$ cat src/rtl/fifo_word_unpacker_pkg.sv
// -----------------------------------------------------------------------------
// fifo_word_unpacker_pkg
// Shared definitions for the FIFO word unpacker: the FSM state encoding,
// default geometry and helpers that derive the beat count and the width
// of the beat index from the word/beat widths.
// -----------------------------------------------------------------------------
package fifo_word_unpacker_pkg;

  // IDLE: waiting for work, REQ: pop strobe, LOAD: capture word, SEND: beats
  typedef enum logic [1:0] {
    IDLE = 2'b00,
    REQ  = 2'b01,
    LOAD = 2'b10,
    SEND = 2'b11
  } state_e;

  localparam int DEF_DATA_WIDTH = 32;
  localparam int DEF_BYTE_WIDTH = 8;
  localparam int DEF_CNT_WIDTH  = 16;
  localparam int BYTES_PER_WORD = DEF_DATA_WIDTH / DEF_BYTE_WIDTH;

  // Number of beats carried by one FIFO word
  function automatic int calc_bytes(input int data_width, input int byte_width);
    return data_width / byte_width;
  endfunction

  // Width of the beat index; at least one bit so the index always exists
  function automatic int calc_idx_width(input int n_bytes);
    return (n_bytes > 1) ? $clog2(n_bytes) : 1;
  endfunction

endpackage

$ cat src/rtl/fifo_word_unpacker_if.sv
// -----------------------------------------------------------------------------
// fifo_word_unpacker_if
// Bundles the FIFO read side and the byte stream side of the unpacker.
//   master : the unpacker (drives fifo_cs/fifo_rd_en, out_*, busy, word_count)
//   slave  : the environment (drives enable, fifo_empty, fifo_rdata, out_ready)
// -----------------------------------------------------------------------------
interface fifo_word_unpacker_if #(
  parameter int DATA_WIDTH = 32,
  parameter int BYTE_WIDTH = 8,
  parameter int CNT_WIDTH  = 16
);
  logic                  enable;
  logic                  fifo_empty;
  logic [DATA_WIDTH-1:0] fifo_rdata;
  logic                  fifo_cs;
  logic                  fifo_rd_en;
  logic                  out_valid;
  logic                  out_ready;
  logic [BYTE_WIDTH-1:0] out_data;
  logic                  out_last;
  logic                  busy;
  logic [CNT_WIDTH-1:0]  word_count;

  modport master (
    input  enable, fifo_empty, fifo_rdata, out_ready,
    output fifo_cs, fifo_rd_en, out_valid, out_data, out_last, busy, word_count
  );

  modport slave (
    output enable, fifo_empty, fifo_rdata, out_ready,
    input  fifo_cs, fifo_rd_en, out_valid, out_data, out_last, busy, word_count
  );
endinterface

$ cat src/rtl/fifo_word_unpacker_byte_selector.sv
// -----------------------------------------------------------------------------
// fifo_word_unpacker_byte_selector
// Registered N:1 beat mux. Holds the popped word and presents one beat at a
// time; the presented beat only changes on load or advance, so it is stable
// while the consumer stalls.
//   i_load    : capture i_word and present its first beat
//   i_advance : present beat i_idx of the held word
//   i_done    : final beat accepted, drop the last flag
//   o_data    : current beat, o_last : current beat is the final one
// -----------------------------------------------------------------------------
module fifo_word_unpacker_byte_selector
  import fifo_word_unpacker_pkg::*;
#(
  parameter int DATA_WIDTH = DEF_DATA_WIDTH,
  parameter int BYTE_WIDTH = DEF_BYTE_WIDTH,
  parameter int LSB_FIRST  = 1,
  parameter int IDX_W      = calc_idx_width(calc_bytes(DATA_WIDTH, BYTE_WIDTH))
) (
  input  logic                  clk,
  input  logic                  rst_n,
  input  logic                  i_load,
  input  logic                  i_advance,
  input  logic                  i_done,
  input  logic [DATA_WIDTH-1:0] i_word,
  input  logic [IDX_W-1:0]      i_idx,
  output logic [BYTE_WIDTH-1:0] o_data,
  output logic                  o_last
);

  localparam int N = calc_bytes(DATA_WIDTH, BYTE_WIDTH);

  logic [DATA_WIDTH-1:0] r_word;
  logic [BYTE_WIDTH-1:0] r_data;
  logic                  r_last;

  // Beat idx in emission order; MSB-first mode counts from the top byte down
  function automatic logic [BYTE_WIDTH-1:0] pick(input logic [DATA_WIDTH-1:0] word,
                                                 input logic [IDX_W-1:0]      idx);
    int                    pos;
    logic [DATA_WIDTH-1:0] shifted;
    if (LSB_FIRST != 0) begin
      pos = int'(idx);
    end else begin
      pos = N - 1 - int'(idx);
    end
    shifted = word >> (pos * BYTE_WIDTH);
    return shifted[BYTE_WIDTH-1:0];
  endfunction

  // Word capture and beat presentation; holds when no event occurs
  always_ff @(posedge clk or negedge rst_n) begin
    if (!rst_n) begin
      r_word <= '0;
      r_data <= '0;
      r_last <= 1'b0;
    end else if (i_load) begin
      r_word <= i_word;
      r_data <= pick(i_word, IDX_W'(0));
      r_last <= 1'b0;
    end else if (i_advance) begin
      r_data <= pick(r_word, i_idx);
      r_last <= (i_idx == IDX_W'(N - 1));
    end else if (i_done) begin
      r_last <= 1'b0;
    end
  end

  assign o_data = r_data;
  assign o_last = r_last;

endmodule

$ cat src/rtl/fifo_word_unpacker.sv
// -----------------------------------------------------------------------------
// fifo_word_unpacker
// Drains a synchronous FIFO one word at a time and emits each word as
// DATA_WIDTH/BYTE_WIDTH beats on a valid/ready stream.
//   clk, rst_n : rising-edge clock, asynchronous active-low reset
//   bus        : master modport of fifo_word_unpacker_if
//                (enable, fifo_empty, fifo_rdata, out_ready in;
//                 fifo_cs, fifo_rd_en, out_valid, out_data, out_last,
//                 busy, word_count out)
// Every output is a flop. A pop (REQ) is followed by one LOAD cycle because
// the FIFO presents data the cycle after the read strobe.
// -----------------------------------------------------------------------------
module fifo_word_unpacker
  import fifo_word_unpacker_pkg::*;
#(
  parameter int DATA_WIDTH = DEF_DATA_WIDTH,
  parameter int BYTE_WIDTH = DEF_BYTE_WIDTH,
  parameter int LSB_FIRST  = 1,
  parameter int CNT_WIDTH  = DEF_CNT_WIDTH
) (
  input  logic                  clk,
  input  logic                  rst_n,
  fifo_word_unpacker_if.master  bus
);

  localparam int N     = calc_bytes(DATA_WIDTH, BYTE_WIDTH);
  localparam int IDX_W = calc_idx_width(N);

  state_e                r_state;
  state_e                w_state_nxt;
  logic [IDX_W-1:0]      r_idx;
  logic                  r_rd_en;
  logic                  r_valid;
  logic                  r_busy;
  logic [CNT_WIDTH-1:0]  r_count;
  logic                  w_start;
  logic                  w_xfer;
  logic                  w_last_xfer;
  logic [BYTE_WIDTH-1:0] w_sel_data;
  logic                  w_sel_last;

  assign w_start     = bus.enable && !bus.fifo_empty;
  // out_valid is high exactly in SEND, so the state stands in for it here
  assign w_xfer      = (r_state == SEND) && bus.out_ready;
  assign w_last_xfer = w_xfer && (r_idx == IDX_W'(N - 1));

  // State register
  always_ff @(posedge clk or negedge rst_n) begin
    if (!rst_n) begin
      r_state <= IDLE;
    end else begin
      r_state <= w_state_nxt;
    end
  end

  // Next-state decision
  always_comb begin
    w_state_nxt = r_state;
    case (r_state)
      IDLE: begin
        if (w_start) begin
          w_state_nxt = REQ;
        end else begin
          w_state_nxt = IDLE;
        end
      end
      REQ:  w_state_nxt = LOAD;
      LOAD: w_state_nxt = SEND;
      SEND: begin
        if (w_last_xfer) begin
          if (w_start) begin
            w_state_nxt = REQ;
          end else begin
            w_state_nxt = IDLE;
          end
        end else begin
          w_state_nxt = SEND;
        end
      end
      default: w_state_nxt = IDLE;
    endcase
  end

  // Status flops track the state being entered so they line up with it
  always_ff @(posedge clk or negedge rst_n) begin
    if (!rst_n) begin
      r_rd_en <= 1'b0;
      r_valid <= 1'b0;
      r_busy  <= 1'b0;
    end else begin
      r_rd_en <= (w_state_nxt == REQ);
      r_valid <= (w_state_nxt == SEND);
      r_busy  <= (w_state_nxt != IDLE);
    end
  end

  // Beat index: cleared while loading, stepped on each non-final transfer
  always_ff @(posedge clk or negedge rst_n) begin
    if (!rst_n) begin
      r_idx <= '0;
    end else if (r_state == LOAD) begin
      r_idx <= '0;
    end else if (w_xfer && !w_last_xfer) begin
      r_idx <= r_idx + IDX_W'(1);
    end
  end

  // Completed-word counter, wraps naturally
  always_ff @(posedge clk or negedge rst_n) begin
    if (!rst_n) begin
      r_count <= '0;
    end else if (w_last_xfer) begin
      r_count <= r_count + CNT_WIDTH'(1);
    end
  end

  fifo_word_unpacker_byte_selector #(
    .DATA_WIDTH (DATA_WIDTH),
    .BYTE_WIDTH (BYTE_WIDTH),
    .LSB_FIRST  (LSB_FIRST),
    .IDX_W      (IDX_W)
  ) u_byte_selector (
    .clk       (clk),
    .rst_n     (rst_n),
    .i_load    (r_state == LOAD),
    .i_advance (w_xfer && !w_last_xfer),
    .i_done    (w_last_xfer),
    .i_word    (bus.fifo_rdata),
    .i_idx     (r_idx + IDX_W'(1)),
    .o_data    (w_sel_data),
    .o_last    (w_sel_last)
  );

  assign bus.fifo_cs    = r_rd_en;
  assign bus.fifo_rd_en = r_rd_en;
  assign bus.out_valid  = r_valid;
  assign bus.out_data   = w_sel_data;
  assign bus.out_last   = w_sel_last;
  assign bus.busy       = r_busy;
  assign bus.word_count = r_count;

endmodule

$ cat src/flat_wrapper.sv
// flat-port wrapper written by rule: the top's interface ports become plain ports
module fifo_word_unpacker_flat import fifo_word_unpacker_pkg::*;
#(
  parameter int DATA_WIDTH = DEF_DATA_WIDTH,
  parameter int BYTE_WIDTH = DEF_BYTE_WIDTH,
  parameter int LSB_FIRST  = 1,
  parameter int CNT_WIDTH  = DEF_CNT_WIDTH
)
  (clk, rst_n, bus_enable, bus_fifo_empty, bus_fifo_rdata, bus_out_ready, bus_fifo_cs, bus_fifo_rd_en, bus_out_valid, bus_out_data, bus_out_last, bus_busy, bus_word_count);
  fifo_word_unpacker_if #(.DATA_WIDTH(DATA_WIDTH), .BYTE_WIDTH(BYTE_WIDTH), .CNT_WIDTH(CNT_WIDTH)) bus_i ();
  input  logic clk;
  input  logic rst_n;
  input wire logic [$bits(bus_i.enable)-1:0] bus_enable;
  input wire logic [$bits(bus_i.fifo_empty)-1:0] bus_fifo_empty;
  input wire logic [$bits(bus_i.fifo_rdata)-1:0] bus_fifo_rdata;
  input wire logic [$bits(bus_i.out_ready)-1:0] bus_out_ready;
  output wire logic [$bits(bus_i.fifo_cs)-1:0] bus_fifo_cs;
  output wire logic [$bits(bus_i.fifo_rd_en)-1:0] bus_fifo_rd_en;
  output wire logic [$bits(bus_i.out_valid)-1:0] bus_out_valid;
  output wire logic [$bits(bus_i.out_data)-1:0] bus_out_data;
  output wire logic [$bits(bus_i.out_last)-1:0] bus_out_last;
  output wire logic [$bits(bus_i.busy)-1:0] bus_busy;
  output wire logic [$bits(bus_i.word_count)-1:0] bus_word_count;
  assign bus_i.enable = bus_enable;
  assign bus_i.fifo_empty = bus_fifo_empty;
  assign bus_i.fifo_rdata = bus_fifo_rdata;
  assign bus_i.out_ready = bus_out_ready;
  assign bus_fifo_cs = bus_i.fifo_cs;
  assign bus_fifo_rd_en = bus_i.fifo_rd_en;
  assign bus_out_valid = bus_i.out_valid;
  assign bus_out_data = bus_i.out_data;
  assign bus_out_last = bus_i.out_last;
  assign bus_busy = bus_i.busy;
  assign bus_word_count = bus_i.word_count;
  fifo_word_unpacker #(.DATA_WIDTH(DATA_WIDTH), .BYTE_WIDTH(BYTE_WIDTH), .LSB_FIRST(LSB_FIRST), .CNT_WIDTH(CNT_WIDTH)) u_core (.clk(clk), .rst_n(rst_n), .bus(bus_i));
endmodule
$ cat config.mk
export PLATFORM = sky130hd
export DESIGN_NAME = fifo_word_unpacker_flat
export DESIGN_NICKNAME = d
export VERILOG_FILES = /design/src/rtl/fifo_word_unpacker_pkg.sv /design/src/rtl/fifo_word_unpacker_if.sv /design/src/rtl/fifo_word_unpacker_byte_selector.sv /design/src/rtl/fifo_word_unpacker.sv /design/src/flat_wrapper.sv
export SDC_FILE = /design/constraint.sdc
export NUM_CORES = 1
export LEC_CHECK = 0
export ABC_AREA = 1
export CAP_MARGIN = 10
export CORE_UTILIZATION = 50
export CTS_CLUSTER_DIAMETER = 30
export DETAILED_ROUTE_END_ITERATION = 16
export PLACE_DENSITY = 0.76
export REMOVE_ABC_BUFFERS = 1
export SLEW_MARGIN = 20
export SYNTH_ARGS = -nofsm -noshare
export SYNTH_HDL_FRONTEND = slang
export SYNTH_HIERARCHICAL = 1
export SYNTH_SLANG_ARGS = --single-unit
$ cat constraint.sdc
create_clock -name clk -period 3.7 [get_ports clk]
set_clock_uncertainty 0.05 [all_clocks]
set_input_delay 0.555 -clock clk [delete_from_list [all_inputs] [get_ports clk]]
set_output_delay 0.555 -clock clk [all_outputs]
set_load 0.02 [all_outputs]
== Word level (Yosys, flattened, before mapping) ==
Cells that the tools add are included.

* Register bits after elaboration: 64
* Input port bits: 37
* Output and inout bits: 29
* Logic and storage cells: 43

* Add/sub/neg operators: 2
* Eq/ne operators: 7
* Shift-type cells: 2
* Mux-type cells: 13
* Reduce and logical (&&, ||, !) cells: 10

{| class="wikitable"
|+ Operators by type and width
! operator !! number
|-
| 29-bit two-way mux || 3
|-
| 32-bit by 32-bit >> shifter with 8-bit output || 2
|-
| 16-bit by 1-bit adder with 16-bit output (second input constant) || 1
|-
| 8-bit two-way mux || 2
|-
| 2-bit equality test (second input constant) || 5
|-
| 2-bit case mux with 4 select lines || 1
|-
| 2-bit two-way mux || 3
|-
| 2-bit by 1-bit equality test with 1-bit output (second input constant) || 2
|-
| 1-bit logical AND || 4
|-
| 1-bit two-way mux || 4
|-
| 2-bit nonzero test || 2
|-
| 3-bit nonzero test || 1
|-
| 2-bit by 1-bit adder with 2-bit output (second input constant) || 1
|-
| 1-bit logical NOT || 2
|-
| 2-bit logical NOT || 1
|}

== Logic depth before layout (Yosys ltp) ==
Gate-level depths: netlist (run 1).

* Depth in word-level cells: 10
* Depth in mapped cells: 9
* Gate-level depth less buffers: 9

== Modules after synthesis ==
The synthesis (run 1) kept the hierarchy.

{| class="wikitable"
|+ By module, submodules not included
! module !! instances !! cells an instance !! area each (µm²) !! sequential area each (µm²)
|-
| fifo_word_unpacker_byte_selector || 1 || 232 || 1,860.5 || 1,026.0
|-
| fifo_word_unpacker || 1 || 137 || 1,154.9 || 575.6
|}

== Least setup slack after synthesis (run 1) ==
No wires, ideal clock.

* Path type: register to register
* Start: reg u_core.r_count[0], in the netlist u_core/bus.word_count[0]
* End: reg u_core.r_count[10], in the netlist u_core/bus.word_count[10]
* Setup time: 0.122 ns
* Arrival: 1.289 ns
* Data required time: 3.528 ns
* Setup slack: 2.239 ns
* Cell stages (with the launch flop): 8
* Buffers on the path: 0
* Clock period less this slack: 1.461 ns
* Cells stage by stage: dfrtp_1 > ha_1 > inv_1 > nor2_2 > nand2_1 > nor2_2 > nand2_1 > xor2_1

* Cells in the longest elaborated chain, start to end: 1

{| class="wikitable"
|+ Ends and longest elaborated chain
! element !! RTL line !! RTL
|-
| start: declaration || fifo_word_unpacker.sv:35 || <nowiki>logic [CNT_WIDTH-1:0] r_count;</nowiki>
|-
| start signal: assignment || fifo_word_unpacker.sv:113 || <nowiki>r_count <= r_count + CNT_WIDTH'(1);</nowiki>
|-
| 16-bit by 1-bit adder with 16-bit output || fifo_word_unpacker.sv:113 ||
|}

No other way between the ends.
A chain may end at the register's enable or synchronous reset.

== Worst setup path after layout (run 1) ==
* Start: reg u_core.r_count[2], in the netlist u_core/bus.word_count[2]
* End: out bus_word_count[2]

{| class="wikitable"
|+ RTL lines
! element !! RTL line !! RTL
|-
| end: declaration || flat_wrapper.sv:23 || <nowiki>output wire logic [$bits(bus_i.word_count)-1:0] bus_word_count;</nowiki>
|}

No word-level cell between the ends.

==> results of run 1 <==
-- flip-flops by register name, summed over array words and instances (netlist names) --
name                           count
u_core/r_state                     2
u_core/bus.busy                    1
u_core/bus.fifo_cs                 1
u_core/u_byte_selector/o_data      8
u_core/bus.out_valid               1
u_core/bus.word_count             16
u_core/r_idx                       2
u_core/u_byte_selector/r_word     32
u_core/u_byte_selector/o_last      1
-- layout by cell type, fill, tap and decap left out, types with 3 or more instances in the layout --
cell type / n
sky130_fd_sc_hd__a21oi_1: 7
sky130_fd_sc_hd__clkdlybuf4s50_1: 64
sky130_fd_sc_hd__nand2_1: 159
sky130_fd_sc_hd__nor2_4: 3
sky130_fd_sc_hd__clkbuf_8: 10
sky130_fd_sc_hd__inv_1: 30
sky130_fd_sc_hd__nand3_1: 33
sky130_fd_sc_hd__xnor2_1: 6
sky130_fd_sc_hd__dfrtp_1: 64
sky130_fd_sc_hd__nor2_2: 6
sky130_fd_sc_hd__o21ai_0: 14
sky130_fd_sc_hd__clkinv_2: 4
sky130_fd_sc_hd__inv_4: 3
sky130_fd_sc_hd__xor2_1: 5
sky130_fd_sc_hd__nor2_1: 13
sky130_fd_sc_hd__nand4_1: 4
-- power by group --
part           leakage (nW)  total (W)  internal (W)  switching, W
Sequential            0.783    0.00115      0.000981      0.000166
Clock                 0.106   0.000598      0.000326      0.000272
Combinational         0.989    0.00138      0.000519      0.000864
Total                  1.88    0.00313       0.00183       0.00130
-- routing by layer --
metal / global-route usage (%) / up-vias / part of all wire, %
met1: 30.6 / 1159 / 45
met4: 8.73 / 0 / 1.3
met2: 37.0 / 91 / 48
li1: - / 1279 / -
met5: 0 / - / 0
met3: 4.91 / 9 / 5.6
-- kinds of logic (layout without fill, tap and decap cells) --
logic type,after synthesis,in the layout,synth area share [%]
AO/OA/AOI/OAI,23,23,4.19
XOR/XNOR,11,11,3.19
adder cells (fa/ha/maj),2,2,0.830
buffers and inverters,46,116,7.59
flip-flops,64,64,53.1
AND/OR/NAND/NOR,223,223,31.1
-- through the flow --
| stage | power, W | hold slack (ns) |
|---|---|---|
| finish | 0.00313 | 0.283 |
| global placement | 0.00250 | 0.405 |
| floorplan | 0.00206 | 0.209 |
| global route | 0.00339 | 0.355 |
| detailed placement | 0.00254 | 0.409 |
| CTS | 0.00314 | 0.317 |
-- synth_stat cells --
library cell / instances / area, sq um
sky130_fd_sc_hd__nand2_1: 159 / 597
sky130_fd_sc_hd__dfrtp_1: 64 / 1600
sky130_fd_sc_hd__nand3_1: 33 / 165
sky130_fd_sc_hd__inv_1: 30 / 113
sky130_fd_sc_hd__nor2_1: 14 / 52.6
sky130_fd_sc_hd__o21ai_0: 14 / 70.1
sky130_fd_sc_hd__a21oi_1: 7 / 35.0
sky130_fd_sc_hd__buf_2: 6 / 30.0
sky130_fd_sc_hd__nor2_2: 6 / 37.5
sky130_fd_sc_hd__xnor2_1: 6 / 52.6
sky130_fd_sc_hd__xor2_1: 5 / 43.8
sky130_fd_sc_hd__buf_6: 4 / 45.0
sky130_fd_sc_hd__nand4_1: 4 / 25.0
sky130_fd_sc_hd__buf_4: 3 / 22.5
sky130_fd_sc_hd__inv_4: 3 / 18.8
sky130_fd_sc_hd__ha_1: 2 / 25.0
sky130_fd_sc_hd__nor2_4: 2 / 22.5
sky130_fd_sc_hd__nor3_1: 2 / 10.0
sky130_fd_sc_hd__nand2_2: 1 / 6.26
sky130_fd_sc_hd__nand2_4: 1 / 11.3
sky130_fd_sc_hd__nand3_2: 1 / 10.0
sky130_fd_sc_hd__o21ai_1: 1 / 5.00
sky130_fd_sc_hd__o32ai_2: 1 / 16.3
-- area by class of cell --
cell class	count	share of cell area (%)
Clock buffer	10	3.55
Inverter	33	3.39
Sequential cell	64	41.4
Multi-Input combinational cell	259	30.8
Clock inverter	6	1.52
Timing Repair Buffer	67	17.1
Tap cell	72	2.33
-- worst paths after layout --
kind	end	slack (ns)	cells past startpoint
setup / recovery	bus_word_count[2]	1.68	1
hold / removal	u_core/bus.busy	0.28	1
setup reg to reg	u_core/u_byte_selector/o_data[2]	1.79	7
hold reg to reg	u_core/u_byte_selector/r_word[1]	0.42	2
max in group asynchronous	u_core/bus.word_count[8]	2.47	2
min in group clk	u_core/u_byte_selector/r_word[1]	0.42	2
==> impl_summary.log, run 1 <==
INFO  metric outcome = finished clean
INFO  metric cts-resized-gates = 0
INFO  metric routed_wl = between 6000 and 7000 um
INFO  metric leakagePower = 1.88 nW
INFO  metric vias_per_cell = 4.97
INFO  metric syn_to_final_growth = 28.4%
INFO  metric routed-via-count = 2,538
INFO  metric timing.critical_path.from_type = flip-flop
INFO  metric reg2reg_from = u_core/r_state[1]
INFO  metric cts-buffers-inserted = 9
INFO  metric synth-seq-cells = 64
INFO  metric preCtsSetupSlack = 1.41 ns
INFO  metric ff_latch_area = about 1600 sq um
INFO  metric report.final.setup_viol = 0
INFO  metric worst_slew_pin_slew = 0.889 ns
INFO  metric clkSinkCount = 64
INFO  metric cellPowerDensity = 808 nW/um^2
INFO  metric worst_path_largest_cell_delay = 0.64 ns
INFO  metric detail_route.wl_per_cell = 12.3 um
INFO  metric grt_setup_unrepaired = no
INFO  metric placement.cell_area = 3680 sq um
INFO  metric placedCellCount = 495
INFO  metric syn_avg_cell_area = approximately 8.2 sq um
INFO  metric timing.critical_path.cells = clkdlybuf4s50_1
INFO  metric final_nets = 473
INFO  metric timing_worst_setup_path_type = flip-flop to primary output
INFO  metric fmaxAchievable = 0.496 GHz
INFO  metric syn_area = 3020 sq um
INFO  metric period_needed = 2.02 ns
INFO  metric finish.cell_count_without_fillers = around 510
INFO  metric rows = 27
INFO  metric ioPinCount = 66
INFO  metric initial_antenna_violation_count = 0
INFO  metric n_antenna_cell = 0
INFO  metric globalplace.congestion = 0.757
INFO  metric detailed_place_hpwl = around 4400 um
INFO  metric post_route_cell_area = between 3000 and 4000 sq um
INFO  metric post_route_cells_drive_above_1_share = under 10%
INFO  metric grt_start_max_net_pins = 43
INFO  metric worst-endpoint-arrival = 1.41 ns
INFO  metric initial_utilization = between 50% and 60%
INFO  metric hold_viol = 0
INFO  metric final_sum_of_negative_setup_slack = 0 ns
INFO  metric fin_ws = 1.68 ns
INFO  metric worst_ep_required_time = 3.09 ns
INFO  metric multiInputGateArea = 1190 sq um
INFO  metric ys.warnings.count = 6
INFO  metric cap_viol_max_count = 0
INFO  metric max-slew-margin-rel = 40.7%
INFO  metric critPathTopFamily = buffers and inverters
INFO  metric fin_util = 68.2%
INFO  metric drt_drc_violations_left = 0
INFO  metric cp-startpoint = u_core/bus.word_count[2]
INFO  metric drv_slew = 0
INFO  metric buffer_ports.inserted = 65
INFO  metric cts_max_path_buffers = 2
INFO  metric die_area = 6350 sq um
INFO  metric post_cts_hold_buffer_count = 0
INFO  metric clk_latency = between 0.3 and 0.4 ns
INFO  metric cts-htree-levels = 3
INFO  metric grt_pass1_vias = 2,505
INFO  metric globalRouteTotalUtil = 23.1%
INFO  metric clock_tree_from_tritoncts = done
INFO  metric endpoint_kind = primary output
INFO  metric grt_pass1_wl = 11,200 um
INFO  metric final_ant_viol_nets = 0
INFO  metric globalRoute.totalOverflow = 0
INFO  metric dieWidth = 79.7 um
INFO  metric drt_first_pass_iters = 5
INFO  metric clkTransAtPathRegs = 0.08 ns
INFO  metric die_y = about 80 um
INFO  metric core_outline_area = about 5700 sq um
INFO  metric hp-class = input pin to async pin
INFO  metric finalCritPeriodShare = 54.5%
INFO  metric cts_setup_buffers = 0
INFO  metric cp.buffers_inverters = 1
INFO  metric cts_root_buffer = sky130_fd_sc_hd__clkbuf_8
INFO  metric synthesis.instances = 369
INFO  metric detailedRoute.firstIterationViolations = 182
INFO  metric vdd_drop_max = 417 uV
INFO  metric critPathMaxFanout = 6
INFO  metric fillers = roughly 470
INFO  metric synth.lib_cells_used.distinct = 23
INFO  metric slowest_stage_cell_crit_path = sky130_fd_sc_hd__clkdlybuf4s50_1
INFO  metric ys_seq_area_share = 53.1%
No activity file was read; power rests on OpenSTA's default activity.
==> run 2: changes to the inputs <==
--- a/config.mk
+++ b/config.mk
@@ -7,10 +7,10 @@
 export LEC_CHECK = 0
 export ABC_AREA = 1
 export CAP_MARGIN = 10
-export CORE_UTILIZATION = 50
+export CORE_UTILIZATION = 46
 export CTS_CLUSTER_DIAMETER = 30
 export DETAILED_ROUTE_END_ITERATION = 16
-export PLACE_DENSITY = 0.76
+export PLACE_DENSITY = 0.74
 export REMOVE_ABC_BUFFERS = 1
 export SLEW_MARGIN = 20
 export SYNTH_ARGS = -nofsm -noshare
==> constraint.sdc (replaced) <==
create_clock -name clk -period 1.76 [get_ports clk]
set_clock_uncertainty 0.05 [all_clocks]
set_input_delay 0.264 -clock clk [delete_from_list [all_inputs] [get_ports clk]]
set_output_delay 0.264 -clock clk [all_outputs]
set_load 0.02 [all_outputs]
==> run 2 against run 1 <==
First-iteration DRC count shrank 27%. Flip-flop and latch count is the same. Worst setup slack lost 1.6 ns. Non-clock buffer count grew 7. Highest routed layer unchanged. Hold slack gained 0.12 ns. Combinational power grew 120%. Sequential power grew 110%. Sequential share of layout area shrank 0.85 points. Register-to-register slack lost 1.5 ns. Count of clock-buffer cells in the layout grew 1. Core utilization shrank 6.0 points.
==> impl_summary.log, run 2 (synthesis gave the netlist of run 1 again) <==
INFO  metric critPathTopFamily = buffers and inverters (unchanged)
INFO  metric vdd_drop_max = 934 uV (was 417 uV)
INFO  metric timing.critical_path.cells = clkdlybuf4s50_1 (unchanged)
INFO  metric core_outline_area = 6350 sq um (was 5680 sq um)
INFO  metric post_route_cells_drive_above_1_share = 8.76% (was 7.97%)
INFO  metric endpoint_kind = primary output (unchanged)
INFO  metric clkTransAtPathRegs = 0.07 ns (was 0.08 ns)
INFO  metric slowest_stage_cell_crit_path = sky130_fd_sc_hd__clkdlybuf4s50_1 (unchanged)
INFO  metric leakagePower = 2.02 nW (was 1.88 nW)
INFO  metric cts_root_buffer = sky130_fd_sc_hd__clkbuf_8 (unchanged)
INFO  metric commonest_non_fill_non_tap_cell_in_the_layout = sky130_fd_sc_hd__nand2_1 (unchanged)
INFO  metric worst_path_largest_cell_delay = 0.63 ns (was 0.64 ns)
INFO  metric cts-htree-levels = 3 (unchanged)
INFO  metric final_sum_of_negative_setup_slack = 0 ns (unchanged)
INFO  metric period_needed = between 1.5 and 2 ns
INFO  metric fillers = 544 (was 469)
INFO  metric final_nets = 480 (was 473)
INFO  metric routed-via-count = 2,567 (was 2,538)
INFO  metric fmaxAchievable = 0.588 GHz
INFO  metric n_antenna_cell = 0 (unchanged)
INFO  metric max-slew-margin-rel = 78.0% (was 40.7%)
INFO  metric fin_util = 62.3% (was 68.2%)
INFO  metric outcome = finished clean (unchanged)
INFO  metric top_register = u_core/u_byte_selector/r_word (unchanged)
INFO  metric die_y = 83.0 um (was 79.7 um)
INFO  metric layout_common_cells = sky130_fd_sc_hd__nand2_1 (159), sky130_fd_sc_hd__dfrtp_1 (64), sky130_fd_sc_hd__clkdlybuf4s50_1 (57) (was sky130_fd_sc_hd__nand2_1 (159), sky130_fd_sc_hd__clkdlybuf4s50_1 (64), sky130_fd_sc_hd__dfrtp_1 (64))
INFO  metric initial_utilization = 47.5% (was 53.1%)
INFO  metric multiInputGateArea = 1190 sq um (unchanged)
INFO  metric clkSinkCount = 64 (unchanged)
INFO  metric ioPinCount = 66 (unchanged)
INFO  metric finalCritPeriodShare = between 90 and 100%
INFO  metric grt_pass1_vias = 2,570 (was 2,505)
INFO  metric cts-buffers-inserted = 9 (unchanged)
INFO  metric cap_viol_max_count = 0 (unchanged)
INFO  metric dieWidth = 83.0 um (was 79.7 um)
INFO  metric detailed_place_hpwl = 4470 um (was 4370 um)
INFO  metric routed_wl = 6420 um (was 6290 um)
INFO  metric clock_tree_from_tritoncts = done (unchanged)
INFO  metric drt_first_pass_iters = 4 (was 5)
INFO  metric critPathMaxFanout = 5 (was 6)
INFO  metric clk_latency = 0.34 ns (about the same)
INFO  metric buffer_ports.inserted = 65 (unchanged)
INFO  metric detailroute.wirelength.met3 = 328 um (was 353 um)
INFO  metric globalRoute.totalOverflow = 0 (unchanged)
INFO  metric largest_register_ff_count = 32 (unchanged)
INFO  metric rows = 29 (was 27)
INFO  metric final_ant_viol_nets = 0 (unchanged)
INFO  metric grt_setup_unrepaired = no (unchanged)
INFO  metric ff_latch_area = 1600 sq um (unchanged)
INFO  metric die_area = 6880 sq um (was 6350 sq um)
INFO  metric r2r.worst_path.cells = 7 (unchanged)
INFO  metric cp.buffers_inverters = 1 (unchanged)
INFO  metric route.layer.met1.wl = 2930 um (was 2840 um)
INFO  metric detailedRoute.firstIterationViolations = 133 (was 182)
INFO  metric detail_route.wl_per_cell = 12.3 um (about the same)
INFO  metric initial_antenna_violation_count = 0 (unchanged)
INFO  metric grt_pass1_wl = 11,400 um (was 11,200 um)
INFO  metric vias_per_cell = 4.92 (was 4.97)
INFO  metric cellPowerDensity = 1690 nW/um^2 (was 808 nW/um^2)
INFO  metric grt_start_max_net_pins = 65 (was 43)
INFO  metric syn_to_final_growth = 31.1% (was 28.4%)
INFO  metric path_depth = 1 (unchanged)
INFO  metric drv_slew = 0 (unchanged)
INFO  metric globalRouteTotalUtil = 20.8% (was 23.1%)
INFO  metric report.final.setup_viol = 0 (unchanged)
INFO  metric dr_wl_met2 = 3080 um (was 3010 um)
INFO  metric globalplace.congestion = 0.776 (was 0.757)
INFO  metric worst_ep_required_time = 1.45 ns (was 3.09 ns)
INFO  metric timing_worst_setup_path_type = flip-flop to primary output (unchanged)
INFO  metric cts_max_path_buffers = 2 (unchanged)
INFO  metric hold_viol = 0 (unchanged)
INFO  metric cts_setup_buffers = 0 (unchanged)
INFO  metric timing.critical_path.from_type = flip-flop (unchanged)
INFO  metric worst-endpoint-arrival = 1.39 ns (was 1.41 ns)
INFO  metric drt_drc_violations_left = 0 (unchanged)
INFO  metric worst_slew_pin_slew = 0.331 ns (was 0.889 ns)
INFO  metric top_layer_used = met4 (unchanged)
INFO  metric hp-class = input pin to async pin (unchanged)
==> run 2: timing repair <==
item,in CTS,in global routing
hold buffers,1,0
endpoints found under the setup margin,0,7
endpoints found under the hold margin,64,0
gates resized for setup,0,7
==> run 2: area by class of cell <==
class                           instances  share of cell area (%)
Clock buffer                           11                    3.58
Clock inverter                          4                    1.14
Timing Repair Buffer                   74                    18.9
Multi-Input combinational cell        259                    30.2
Tap cell                               77                    2.44
Sequential cell                        64                    40.5
Inverter                               33                    3.32
==> run 2: metal layers <==
| layer | vias up | track usage (%) |
|---|---|---|
| met5 | - | 0 |
| met3 | 8 | 4.08 |
| met1 | 1187 | 26.9 |
| met4 | 0 | 9.09 |
| met2 | 81 | 34.1 |
| li1 | 1291 | - |
==> run 2: final timing paths <==
check	slack [ns]	end	startpoint
setup / recovery	0.06	bus_word_count[6]	u_core/bus.word_count[6]
hold / removal	0.41	u_core/bus.word_count[0]	rst_n
min in group clk	0.41	u_core/u_byte_selector/r_word[18]	bus_fifo_rdata[18]
setup reg to reg	0.25	u_core/u_byte_selector/o_data[0]	u_core/r_idx[0]
hold reg to reg	0.42	u_core/u_byte_selector/r_word[24]	u_core/u_byte_selector/r_word[24]
max in group asynchronous	0.98	u_core/u_byte_selector/r_word[29]	rst_n
==> run 2: worst reg2reg max path: cells and delay by family (launching register included) <==
family                     cells  cell delay (ns)
and+or+nand+nor                4             0.39
buffers and inverters          2             0.35
DFF                            1             0.41
adders and majority gates      1             0.24
==> run 2: report_power, final <==
part	internal, W	switching (W)
sequential	0.00206	0.000365
combinational	0.00118	0.00183
clock	0.000678	0.000539
==> run 2: through the flow <==
step                      cell area [sq um]  total power [W]  hold slack (ns)  std cells  worst slack [ns]
after floorplan                        2920          0.00432          -0.0816        356             -1.05
after global placement                 3740          0.00536            0.252        506            0.0794
after detailed placement               3740          0.00547            0.255        506            0.0258
after CTS                              3940          0.00671            0.394        522           0.00383
after global routing                   3950          0.00721            0.411        522           0.00144
final                                  3950          0.00666            0.407        522            0.0597
